===== src/rtl/fetch_run_controller.sv =====
// Run/step/halt sequencer for the fetch stage: gates PC commits via o_run and
// stops on Stop, halt instruction, PC breakpoint or a cumulative commit limit.
module fetch_run_controller #(
   parameter int          PC_W      = 30,
   parameter int          CNT_W     = 32,
   parameter logic [31:0] HALT_INSN = 32'h0000000C
) (
   input  logic             i_clk,
   input  logic             i_reset,
   input  logic             i_start,
   input  logic             i_stop,
   input  logic             i_step_req,
   input  logic [PC_W-1:0]  i_pc,
   input  logic [31:0]      i_instruction,
   input  logic             i_bp_enable,
   input  logic [PC_W-1:0]  i_bp_addr,
   input  logic [CNT_W-1:0] i_cycle_limit,
   output logic             o_run,
   output logic             o_halted,
   output logic [1:0]       o_state,
   output logic [2:0]       o_halt_cause,
   output logic [CNT_W-1:0] o_instr_count
);

   typedef enum logic [1:0] {
      S_IDLE = 2'd0,
      S_RUN  = 2'd1,
      S_STEP = 2'd2,
      S_HALT = 2'd3
   } state_t;

   typedef enum logic [2:0] {
      C_NONE  = 3'd0,
      C_STOP  = 3'd1,
      C_INSN  = 3'd2,
      C_BREAK = 3'd3,
      C_LIMIT = 3'd4,
      C_STEP  = 3'd5
   } cause_t;

   state_t           r_state;
   cause_t           r_cause;
   logic [CNT_W-1:0] r_count;
   logic             r_run;
   logic             r_halted;

   state_t w_next;
   cause_t w_cause;
   logic   w_is_halt_insn;
   logic   w_bp_hit;
   logic   w_limit_hit;
   logic   w_commit;

   assign w_is_halt_insn = (i_instruction == HALT_INSN);
   assign w_bp_hit       = i_bp_enable && (i_pc == i_bp_addr);
   assign w_limit_hit    = (i_cycle_limit != '0) && (r_count == i_cycle_limit);
   assign w_commit       = (w_next == S_RUN) || (w_next == S_STEP);

   always_comb begin
      w_next  = r_state;
      w_cause = r_cause;
      case (r_state)
         S_IDLE, S_HALT: begin
            // A halt instruction is terminal: only Reset leaves this state.
            if (r_state == S_HALT && r_cause == C_INSN) begin
               w_next = S_HALT;
            end else if (i_stop) begin
               w_next  = S_HALT;
               w_cause = C_STOP;
            end else if (i_start || i_step_req) begin
               // No breakpoint check here so a run can resume off a breakpoint.
               if (w_is_halt_insn) begin
                  w_next  = S_HALT;
                  w_cause = C_INSN;
               end else if (w_limit_hit) begin
                  w_next  = S_HALT;
                  w_cause = C_LIMIT;
               end else if (i_start) begin
                  w_next = S_RUN;
               end else begin
                  w_next = S_STEP;
               end
            end
         end
         S_RUN: begin
            if (i_stop) begin
               w_next  = S_HALT;
               w_cause = C_STOP;
            end else if (w_is_halt_insn) begin
               w_next  = S_HALT;
               w_cause = C_INSN;
            end else if (w_bp_hit) begin
               w_next  = S_HALT;
               w_cause = C_BREAK;
            end else if (w_limit_hit) begin
               w_next  = S_HALT;
               w_cause = C_LIMIT;
            end
         end
         S_STEP: begin
            w_next  = S_HALT;
            w_cause = i_stop ? C_STOP : C_STEP;
         end
         default: begin
            w_next  = S_IDLE;
            w_cause = C_NONE;
         end
      endcase
   end

   always_ff @(posedge i_clk) begin
      if (i_reset) begin
         r_state  <= S_IDLE;
         r_cause  <= C_NONE;
         r_count  <= '0;
         r_run    <= 1'b0;
         r_halted <= 1'b0;
      end else begin
         r_state  <= w_next;
         r_cause  <= w_cause;
         r_run    <= w_commit;
         r_halted <= (w_next == S_HALT);
         if (w_commit && !(&r_count))
            r_count <= r_count + 1'b1;
      end
   end

   assign o_run         = r_run;
   assign o_halted      = r_halted;
   assign o_state       = r_state;
   assign o_halt_cause  = r_cause;
   assign o_instr_count = r_count;

endmodule

===== config.mk =====
export PLATFORM = sky130hd
export DESIGN_NAME = fetch_run_controller
export DESIGN_NICKNAME = d
export VERILOG_FILES = /design/src/rtl/fetch_run_controller.sv
export SDC_FILE = /design/constraint.sdc
export NUM_CORES = 1
export LEC_CHECK = 0
export CORE_UTILIZATION = 30
export DETAILED_ROUTE_END_ITERATION = 16
export PLACE_DENSITY = 0.69
export SLEW_MARGIN = 10
export SYNTH_ARGS = -nofsm -noshare
export SYNTH_HDL_FRONTEND = slang
export SYNTH_SLANG_ARGS = --single-unit

===== constraint.sdc =====
create_clock -name i_clk -period 4 [get_ports i_clk]
set_input_delay 0.8 -clock i_clk [delete_from_list [all_inputs] [get_ports i_clk]]
set_output_delay 0.8 -clock i_clk [all_outputs]
set_load 0.05 [all_outputs]

==> flow_metrics.tcl, run 1 <==
set metrics [dict create \
    drt_pass1_iterations 7 \
    nNetsFinal 679 \
    swShare_pct 37.1 \
    sequentialPowerShare_pct 30.2 \
    wl_um 11800 \
    grt_max_degree 22 \
    num_rows 35 \
    crit_required_ns 4.19 \
    grt_pass1_vias 3356 \
    syn_area_mm2 0.00290 \
    clkPwrFrac_pct 20.5 \
    die_x_um 100 \
    critPathBufInv 2 \
    yosysWarnings 0 \
    reg2reg_to "o_instr_count[31]" \
    utilization_pct 58.0 \
    ios 169 \
    syn-num-nets 482 \
    drv_slew 0 \
    postCtsHoldBufs 0 \
    stdcell_area_mm2 0.00539 \
    drc 0 \
    comb_power_share_pct 49.4 \
    outcome "complete, no violations" \
    slowest_delay_ns 0.55 \
    synth-seq-cells 39 \
    core_area_mm2 0.00928 \
    gp_congestion 0.877 \
    cts_max_level 2 \
    clock_latency_ns 0.30 \
    cts_buffers 5 \
    numClockSinks 39 \
    critical_path_cell_count 15 \
    fin_skew_ns 0.00871 \
    ys_seq_area_share_pct 27.0 \
    placed_area_mm2 0.00490 \
    reg2regPathDepth 14 \
    tightest_slew_ns 0.972 \
    max-cap-violations 0 \
    yosys_most_used_dff "dfxtp_1" \
    min_period_ns 3.88 \
    drive_gt1_share_pct 17.2 \
    max_freq_mhz 258 \
    ir_worst_vdd_uv 155 \
    power_density_mw_per_mm2 277 \
    synth.distinct_cells 44 \
    gr-usage-all-layers_pct 22.1 \
    cp_max_fo 5 \
    cp_cell_sequence "clkdlybuf4s15_1 > xnor2_1 > nand4_1 > or4_4 > or2_4 > a41o_1 > nor3_2 > ha_1 > nand4_1 > or3_1 > or3_4 > buf_6 > nor3_4 > xnor2_1 > nor2_1" \
    final_cell_mix "clkdlybuf4s50_1, dlymetal6s2s_1, xnor2_1" \
    cp-end-kind "flip-flop" \
    synthCells 347 \
    start_util_pct 31.2 \
    worstReg2RegStart "o_instr_count[26]" \
    p_sw_w 0.000553 \
    clkSlewWorstSetupHoldPaths_ns 0.08 \
    internal_power_w 0.000936 \
    grt.overflow.total 0 \
    slew_headroom_pct 35.0 \
    drt-initial-drc-count 223 \
    synth_edf_count 0 \
    cp_data_arrival_time_ns 4.07 \
    die_h_um 100 \
    hold_class "reg -> reg" \
    areaGrowthSynthToFinish_pct 86.0 \
    num_vias 3440 \
    crit_end "o_instr_count[31]" \
    cpMaxStageDelayCell "or4_4" \
    die_area_mm2 0.0100 \
    portBuffers 168 \
    critical_path.top_delay_family "simple AND/OR/NAND/NOR gates" \
    tritoncts "yes" \
    cp-startpoint "i_bp_addr[6]" \
    fin_setup_tns_ns 0 \
    grt_pass1_wl_um 17400 \
    synth_async_sr_flop_share_pct 0 \
    final_common_cell "clkdlybuf4s50_1" \
    drtAntennaViolNets 0 \
    clock_path_buffers 2 \
    fin_crit_sh_pct 97.0 \
    crit_type "in -> reg" \
    setup_violations 0 \
    power_leakage_nw 2.45 \
    antenna_found_initial 1 \
    hpwl_um 8940 \
    reg2reg_slack_ns 0.44 \
    wl_per_cell_um 17.4 \
    worstSetupStartpointType "input port" \
    hold_violations 0 \
    avgSynthCellArea_um2 8.34 \
    via_per_inst 5.10 \
    cts_root_buf "clkbuf_8" \
]
## power by group through the flow
stage               Combinational, W  Sequential, W  Clock (W)
global placement            0.000702       0.000457          0
floorplan                   0.000300       0.000551          0
finish                      0.000735       0.000449   0.000305
global route                0.000788       0.000457   0.000325
detailed placement          0.000711       0.000460          0
CTS                         0.000728       0.000450   0.000307
## cells in the mapped netlist, types with 4 or more instances
| master | instances | area share, % |
|---|---|---|
| o211ai_1 | 4 | 1.0 |
| nand3_1 | 7 | 1.2 |
| dfxtp_1 | 39 | 27 |
| xnor2_1 | 62 | 19 |
| nor3_1 | 9 | 1.6 |
| inv_1 | 5 | 0.65 |
| nor2_1 | 37 | 4.8 |
| nand2_1 | 12 | 1.6 |
| o21ai_0 | 4 | 0.69 |
| a21oi_1 | 9 | 1.6 |
| or3_1 | 5 | 1.1 |
| nand4_1 | 27 | 5.8 |
| xor2_1 | 26 | 7.9 |
| ha_1 | 5 | 2.2 |
| nor4_1 | 27 | 5.8 |
| nor3_2 | 8 | 2.8 |
| and3_1 | 8 | 1.7 |
| clkbuf_1 | 7 | 0.91 |
## sequential cells by signal (all words and copies together), names as in the netlist
register	cells
o_instr_count	32
o_halt_cause	3
o_state	2
o_halted	1
o_run	1
## cell families (layout without fill, tap and decap cells)
kind of cell | after synthesis | after routing | share of synthesized area [%]
AO/OA/AOI/OAI | 30 | 30 | 6.74
XOR/XNOR | 88 | 88 | 26.6
adder cells (fa/ha/maj) | 5 | 5 | 2.16
buffers and inverters | 18 | 216 | 2.98
flip-flops | 39 | 39 | 27.0
multiplexers | 1 | 1 | 0.346
other | 0 | 1 | 0
AND/OR/NAND/NOR | 166 | 166 | 34.2
## worst reg2reg max path: stages, from the launching register on
cell and delay [ns]:
dfxtp_1 0.55, xnor2_4 0.16, nand4_1 0.12, nor4_2 0.33, o211ai_1 0.24, and4_1 0.30
nor3_2 0.18, ha_1 0.17, nand4_1 0.13, or3_1 0.40, or3_4 0.37, buf_6 0.14
nor3_4 0.18, xnor2_1 0.13, nor2_1 0.06
## routing by layer
layer	vias up	share of wire [%]	GRT usage, %	wire [µm]
met5	-	0	0	0
met4	0	1.5	6.13	172
met3	21	5.4	3.83	634
met2	126	50	35.6	5910
met1	1641	43	30.2	5030
li1	1652	-	-	-
## worst min path at each step
stage                          startpoint              end  slack, ns  cells past startpoint
after floorplan           o_halt_cause[0]  o_halt_cause[0]       0.73                      2
after global placement    o_halt_cause[0]  o_halt_cause[0]       0.52                      2
after detailed placement  o_halt_cause[0]  o_halt_cause[0]       0.52                      2
after CTS                 o_halt_cause[0]  o_halt_cause[0]       0.53                      2
after global routing      o_halt_cause[0]  o_halt_cause[0]       0.57                      2
final                     o_halt_cause[0]  o_halt_cause[0]       0.53                      2
## cell type report
type / instances / area, µm²
inverters: 5 / 18.8
diodes: 1 / 2.50
well taps: 129 / 161
repair buffers: 203 / 2100
flip-flops and latches: 39 / 781
multi-input cells: 290 / 2220
clock buffers: 7 / 96.3
fillers: 843 / 3900
clock inverters: 1 / 7.51
## through the flow
step,power [W],setup slack [ns],std cells,hold WS [ns]
global route,0.00157,-0.0411,675,0.567
floorplan,0.000851,0.0149,347,0.732
CTS,0.00149,0.00493,673,0.528
detailed placement,0.00117,-0.619,661,0.516
global placement,0.00116,-0.543,661,0.516
finish,0.00149,0.121,675,0.529
## repair_timing
action                                  in CTS  in global routing
pin swaps                                   15                 55
buffers inserted                             4                  1
endpoints found under the setup margin       5                  9
cloned                                       0                  0
gates resized for setup                     18                110
Power figures use the tool's default switching activity.
==> run 2, diff against run 1 <==
--- a/config.mk
+++ b/config.mk
@@ -8,7 +8,7 @@
 export CORE_UTILIZATION = 30
 export DETAILED_ROUTE_END_ITERATION = 16
 export PLACE_DENSITY = 0.69
-export SLEW_MARGIN = 10
+export SLEW_MARGIN = 20
 export SYNTH_ARGS = -nofsm -noshare
 export SYNTH_HDL_FRONTEND = slang
 export SYNTH_SLANG_ARGS = --single-unit
==> results of run 2 <==
No change in the layout: final DEF, timing and power equal those of run 1.
==> run 3, diff against run 2 <==
--- a/config.mk
+++ b/config.mk
@@ -5,6 +5,7 @@
 export SDC_FILE = /design/constraint.sdc
 export NUM_CORES = 1
 export LEC_CHECK = 0
+export ABC_CLOCK_PERIOD_IN_PS = 4000
 export CORE_UTILIZATION = 30
 export DETAILED_ROUTE_END_ITERATION = 16
 export PLACE_DENSITY = 0.69
==> results of run 3 <==
No change in the layout: final DEF, timing and power equal those of run 1.
